<file path="config.mk">
export PLATFORM = sky130hd
export DESIGN_NAME = gpio_apb_arbiter
export DESIGN_NICKNAME = d
export VERILOG_FILES = /design/src/rtl/gpio_apb_arb_pkg.sv /design/src/rtl/gpio_rr_arbiter.sv /design/src/rtl/gpio_apb_arbiter.sv
export SDC_FILE = /design/constraint.sdc
export NUM_CORES = 1
export LEC_CHECK = 0
export CORE_ASPECT_RATIO = 0.7
export CORE_MARGIN = 3
export CORE_UTILIZATION = 25
export CTS_CLUSTER_DIAMETER = 30
export DETAILED_ROUTE_END_ITERATION = 10
export HOLD_SLACK_MARGIN = 0.03
export PLACE_DENSITY = 0.56
export SETUP_SLACK_MARGIN = 0.02
export SKIP_LAST_GASP = 1
export SYNTH_ARGS = -nofsm -noshare
export SYNTH_HDL_FRONTEND = slang
export SYNTH_SLANG_ARGS = --single-unit
</file>
<file path="constraint.sdc">
create_clock -name PCLK -period 5.77 [get_ports PCLK]
set_input_delay 1.154 -clock PCLK [delete_from_list [all_inputs] [get_ports PCLK]]
set_output_delay 1.154 -clock PCLK [all_outputs]
set_load 0.005 [all_outputs]
</file>
<file path="src/rtl/gpio_apb_arb_pkg.sv">
// Shared FSM state type, default bus widths and requester limits for the GPIO APB arbiter.
package gpio_apb_arb_pkg;

    localparam int AW_DEFAULT = 8;
    localparam int DW_DEFAULT = 32;
    localparam int NREQ_MAX   = 4;

    typedef enum logic [1:0] {
        IDLE   = 2'd0,
        SETUP  = 2'd1,
        ACCESS = 2'd2
    } apb_state_e;

    // Width of a requester index; at least one bit so that degenerate builds still elaborate.
    function automatic int ptr_width(input int n);
        return (n > 1) ? $clog2(n) : 1;
    endfunction

endpackage

</file>
<file path="src/rtl/gpio_rr_arbiter.sv">
// Combinational round-robin pick: first requester at or above ptr_i, wrapping modulo NREQ.
module gpio_rr_arbiter
    import gpio_apb_arb_pkg::*;
#(
    parameter int NREQ = 2,
    parameter int PW   = ptr_width(NREQ)
) (
    input  logic [NREQ-1:0] req_i,
    input  logic [PW-1:0]   ptr_i,
    output logic [NREQ-1:0] grant_o,
    output logic [PW-1:0]   grant_idx_o
);

    int            sum;
    logic [PW-1:0] idx;
    logic          found;

    always_comb begin
        // NOTE: every output and temporary gets a default first so no path leaves a latch.
        grant_o     = '0;
        grant_idx_o = '0;
        found       = 1'b0;
        sum         = 0;
        idx         = '0;
        for (int k = 0; k < NREQ; k++) begin
            sum = int'(ptr_i) + k;
            if (sum >= NREQ) begin
                sum = sum - NREQ;
            end
            idx = PW'(sum);
            if (!found && req_i[idx]) begin
                found       = 1'b1;
                grant_o[idx] = 1'b1;
                grant_idx_o = idx;
            end
        end
    end

endmodule

</file>
<file path="src/rtl/gpio_apb_arbiter.sv">
// Round-robin sharing of one APB3 slave port among NREQ valid/ready requesters.
// Optional ACCESS timeout enabled by defining GPIO_APB_ARB_TIMEOUT_EN.
module gpio_apb_arbiter
    import gpio_apb_arb_pkg::*;
#(
    parameter int NREQ    = 2,
    parameter int AW      = AW_DEFAULT,
    parameter int DW      = DW_DEFAULT,
    parameter int TIMEOUT = 255
) (
    input  logic             PCLK,
    input  logic             PRESET,
    input  logic [NREQ-1:0]  req_valid,
    output logic [NREQ-1:0]  req_ready,
    input  logic [NREQ-1:0]  req_write,
    input  logic [NREQ*AW-1:0] req_addr,
    input  logic [NREQ*DW-1:0] req_wdata,
    output logic [NREQ-1:0]  rsp_valid,
    output logic [DW-1:0]    rsp_rdata,
    output logic             rsp_err,
    output logic [AW-1:0]    PADDR,
    output logic             PSEL,
    output logic             PENABLE,
    output logic             PWRITE,
    output logic [DW-1:0]    PWDATA,
    input  logic [DW-1:0]    PRDATA,
    input  logic             PREADY,
    input  logic             PSLVERR
);

    localparam int PW = ptr_width(NREQ);

    apb_state_e       state_q;
    logic [PW-1:0]    ptr_q;
    logic [PW-1:0]    ptr_d;
    logic [NREQ-1:0]  owner_q;
    logic [AW-1:0]    paddr_q;
    logic             pwrite_q;
    logic [DW-1:0]    pwdata_q;
    logic             psel_q;
    logic             penable_q;
    logic [NREQ-1:0]  rsp_valid_q;
    logic [DW-1:0]    rsp_rdata_q;
    logic             rsp_err_q;

    logic [NREQ-1:0]  grant;
    logic [PW-1:0]    grant_idx;
    logic [AW-1:0]    sel_addr;
    logic [DW-1:0]    sel_wdata;
    logic             sel_write;
    logic             timeout_hit;

    gpio_rr_arbiter #(
        .NREQ (NREQ),
        .PW   (PW)
    ) u_rr (
        .req_i       (req_valid),
        .ptr_i       (ptr_q),
        .grant_o     (grant),
        .grant_idx_o (grant_idx)
    );

    always_comb begin
        sel_addr  = req_addr[int'(grant_idx)*AW +: AW];
        sel_wdata = req_wdata[int'(grant_idx)*DW +: DW];
        sel_write = req_write[grant_idx];
        ptr_d     = (int'(grant_idx) == NREQ - 1) ? '0 : grant_idx + 1'b1;
    end

    // The accept strobe is combinational in IDLE; it is forced low while reset is held.
    assign req_ready = (state_q == IDLE && !PRESET) ? grant : '0;

`ifdef GPIO_APB_ARB_TIMEOUT_EN
    localparam int CW = $clog2(TIMEOUT + 1);

    logic [CW-1:0] cnt_q;

    // Hitting TIMEOUT-1 here means this ACCESS cycle is the TIMEOUT-th one.
    assign timeout_hit = (cnt_q == CW'(TIMEOUT - 1));

    always_ff @(posedge PCLK or posedge PRESET) begin
        if (PRESET) begin
            cnt_q <= '0;
        end else if (state_q == SETUP) begin
            cnt_q <= '0;
        end else if (state_q == ACCESS) begin
            cnt_q <= cnt_q + 1'b1;
        end
    end
`else
    assign timeout_hit = (TIMEOUT < 0);
`endif

    always_ff @(posedge PCLK or posedge PRESET) begin
        if (PRESET) begin
            state_q     <= IDLE;
            ptr_q       <= '0;
            owner_q     <= '0;
            paddr_q     <= '0;
            pwrite_q    <= 1'b0;
            pwdata_q    <= '0;
            psel_q      <= 1'b0;
            penable_q   <= 1'b0;
            rsp_valid_q <= '0;
            rsp_rdata_q <= '0;
            rsp_err_q   <= 1'b0;
        end else begin
            // NOTE: state registers use non-blocking assignment so every flop samples pre-edge values.
            rsp_valid_q <= '0;
            case (state_q)
                IDLE: begin
                    if (|req_valid) begin
                        owner_q   <= grant;
                        ptr_q     <= ptr_d;
                        paddr_q   <= sel_addr;
                        pwrite_q  <= sel_write;
                        pwdata_q  <= sel_wdata;
                        psel_q    <= 1'b1;
                        penable_q <= 1'b0;
                        state_q   <= SETUP;
                    end
                end
                SETUP: begin
                    penable_q <= 1'b1;
                    state_q   <= ACCESS;
                end
                ACCESS: begin
                    // A completing PREADY takes priority over an expiring timeout.
                    if (PREADY) begin
                        rsp_valid_q <= owner_q;
                        rsp_rdata_q <= pwrite_q ? '0 : PRDATA;
                        rsp_err_q   <= PSLVERR;
                        psel_q      <= 1'b0;
                        penable_q   <= 1'b0;
                        state_q     <= IDLE;
                    end else if (timeout_hit) begin
                        rsp_valid_q <= owner_q;
                        rsp_rdata_q <= '0;
                        rsp_err_q   <= 1'b1;
                        psel_q      <= 1'b0;
                        penable_q   <= 1'b0;
                        state_q     <= IDLE;
                    end
                end
                default: begin
                    psel_q    <= 1'b0;
                    penable_q <= 1'b0;
                    state_q   <= IDLE;
                end
            endcase
        end
    end

    assign PADDR     = paddr_q;
    assign PWRITE    = pwrite_q;
    assign PWDATA    = pwdata_q;
    assign PSEL      = psel_q;
    assign PENABLE   = penable_q;
    assign rsp_valid = rsp_valid_q;
    assign rsp_rdata = rsp_rdata_q;
    assign rsp_err   = rsp_err_q;

endmodule

</file>
==> impl_metrics.json <==
{
  "status": "complete, no violations",
  "synth_top_area_cell": "dfrtp_1",
  "setup_violations": 0,
  "wl_met2_um": 5800,
  "cts.clk_slew.worst_paths_ns": 0.06,
  "syn_area_per_cell_um2": 10.6,
  "fin_area_um2": 6220,
  "cap_viol_max_count": 0,
  "start_util_pct": 26.1,
  "routed_wl_um": 13100,
  "die_y_um": 110,
  "place_hpwl_um": 8930,
  "grt_use_total_pct": 15.0,
  "clk_root_buffer_cell": "clkbuf_16",
  "route.detailed.drc": 0,
  "synth_top_family_by_area": "compound AO/OA/AOI/OAI gates",
  "grt_pass1_vias": 3712,
  "antenna_found_initial": 0,
  "rows": 37,
  "ys_top_cells_by_area": "dfrtp_1, o21ai_0, a311oi_1, a2bb2oi_1, nand2b_1",
  "drv_slew": 0,
  "grt_pass1_wl_um": 20900,
  "synthesis.nets": 489,
  "muxShareOfSynthArea_pct": 0.578,
  "cts_tree": "yes",
  "cts-resized-gates": 0,
  "dpl.cell_count": 727,
  "tightest_slew_ns": 1.17,
  "slew_headroom_pct": 21.5,
  "vias": 3641,
  "fin_crit_sh_pct": 67.7,
  "die_x_um": 155,
  "synth_xor_area_share_pct": 0,
  "crit_path_max_fanout": 5,
  "clock_latency_ns": 0.34,
  "highest_layer": "met4",
  "yosysWarnings": 0,
  "hold_class": "reg2reg",
  "syn-cell-area_um2": 3900,
  "grt.overflow.total": 0,
  "cp-start-kind": "primary input",
  "wl_met3_um": 1120,
  "cts_buffers": 9,
  "cellLeakagePower_nw": 2.39,
  "place_area_um2": 5930,
  "ys_seq_area_share_pct": 52.6,
  "fp.dieArea_um2": 17100,
  "num_antenna_cells": 0,
  "peakVddDrop_uv": 174,
  "routabilityCongestion": 0.792,
  "post_cts_buffers": 0,
  "critPathKind": "in2out",
  "core_um2": 15000,
  "arrival_ns": 2.75,
  "drt_first_pass_iters": 4,
  "drive_gt1_share_pct": 6.20,
  "crit_top_cell": "clkdlybuf4s50_1",
  "synthSimpleGateAreaFrac_pct": 10.7,
  "slowest_stage": "clkdlybuf4s50_1",
  "drt_iter0_drc": 208,
  "synth_seq_cells": 82,
  "rsz0062_at_grt": "no",
  "crit_chain": "clkdlybuf4s50_1 -> and2b_1 -> nor4_1 -> clkdlybuf4s50_1",
  "cpPeakStageDelay_ns": 0.57,
  "synth_compound_area_share_pct": 29.7,
  "ios": 200,
  "hold_buffers": 0,
  "htree_levels": 3,
  "layout.nets": 663,
  "final_util_pct": 41.6,
  "wl_per_cell_um": 17.7,
  "syn_inst": 369,
  "vias_per_cell": 4.90,
  "end_kind": "output pin",
  "post_synth_num_cell_types": 24,
  "numClockSinks": 82,
  "final_antenna_net_count": 0,
  "fin_crit_ns": 3.91,
  "finalSetupTns_ns": 0,
  "cp.required_ns": 4.62,
  "wirelength_met1_um": 6050,
  "fmax_mhz": 256,
  "yosysTopAreaCellShare_pct": 52.6,
  "power_density_nw_per_um2": 482,
  "synth_fa_ha_area_share_pct": 0,
  "syn2layout_area_growth_pct": 59.6,
  "clockBufferDepth": 2,
  "finalHoldViolations": 0,
  "n_fill_cell": 1432,
  "grt_max_degree": 52,
  "holdWs_ns": 0.473,
  "stdcell_count": 743,
  "port_buffers": 199,
  "finClkSkew_ns": 0.00983
}
==> final cells by class <==
class                   count  area (um^2)  share of cell area, %
multi-input cells         242         1600                   25.7
inverters                   4         16.3                  0.262
flip-flops and latches     82         2050                   33.0
repair buffers            204         2020                   32.5
well taps                 195          244                   3.92
clock inverters             7         60.1                  0.966
clock buffers               9          225                   3.62
==> worst paths after layout <==
check | end | depth (start not counted) | start | slack, ns
worst min-delay path | PSEL | 1 | PSEL | 0.47
max in group asynchronous | rsp_valid[1] | 3 | PRESET | 3.47
min in group asynchronous | PADDR[6] | 2 | PRESET | 1.24
worst min register to register | PSEL | 1 | PSEL | 0.47
worst max-delay path | req_ready[1] | 4 | req_valid[0] | 1.86
worst max register to register | rsp_err | 3 | state_q[0] | 3.51
==> per-stage QoR <==
stage                     power [W]  setup WS (ns)
after floorplan             0.00175           2.51
after global placement      0.00245           1.95
after detailed placement    0.00247           1.87
after CTS                   0.00304           1.86
after global routing        0.00320           1.78
final                       0.00300           1.86
==> worst max-delay path: cells and delay by family <==
kind | cells | cell delay, ns
simple gates | 2 | 0.50
buf+inv | 2 | 1.10
==> Yosys cell counts, drive strengths merged <==
cell,n
a2bb2oi,41
nand2,35
inv,4
and2b,1
a32o,1
a21o,1
a311oi,41
nand3b,1
nor4,1
o21ai,76
nor3,1
clkbuf,21
mux2,2
or2,1
dfrtp,82
nand2b,33
buf,20
a32oi,1
nor2,6
==> cells in the final DEF (no fill, tap or decap), drive strengths merged <==
master         count
a21o               1
a2bb2oi           41
a311oi            41
a32o               1
a32oi              1
and2b              1
buf                6
clkbuf             9
clkdlybuf4s50    198
clkinv             4
dfrtp             82
inv                7
mux2               2
nand2             35
nand2b            33
nand3b             1
nor2               6
nor3               1
nor4               1
o21ai             76
or2                1
==> logic make-up (layout without fill, tap and decap cells) <==
| family | after synthesis | count (layout) |
|---|---|---|
| and+or+nand+nor | 79 | 79 |
| muxes | 2 | 2 |
| DFF | 82 | 82 |
| buffers and inverters | 45 | 224 |
| AOI/OAI and AO/OA | 161 | 161 |
==> flip-flops by register name, indices dropped and copies added (netlist names) <==
name,flops
rsp_err,1
PADDR,8
PWDATA,32
rsp_rdata,32
rsp_valid,2
owner_q,2
PSEL,1
PWRITE,1
state_q,2
ptr_q,1
==> power breakdown <==
part,internal [W],switching [W],total (W)
sequential,0.000846,0.000195,0.00104
combinational,0.000849,0.000554,0.00140
clock,0.000300,0.000251,0.000551
==> routing by layer <==
| layer | up-vias | GRT usage (%) |
|---|---|---|
| li1 | 1721 | - |
| met1 | 1747 | 21.1 |
| met2 | 158 | 22.4 |
| met3 | 15 | 4.86 |
| met4 | 0 | 3.85 |
| met5 | - | 0 |
Note: power is estimated with default switching activity, not from simulation.
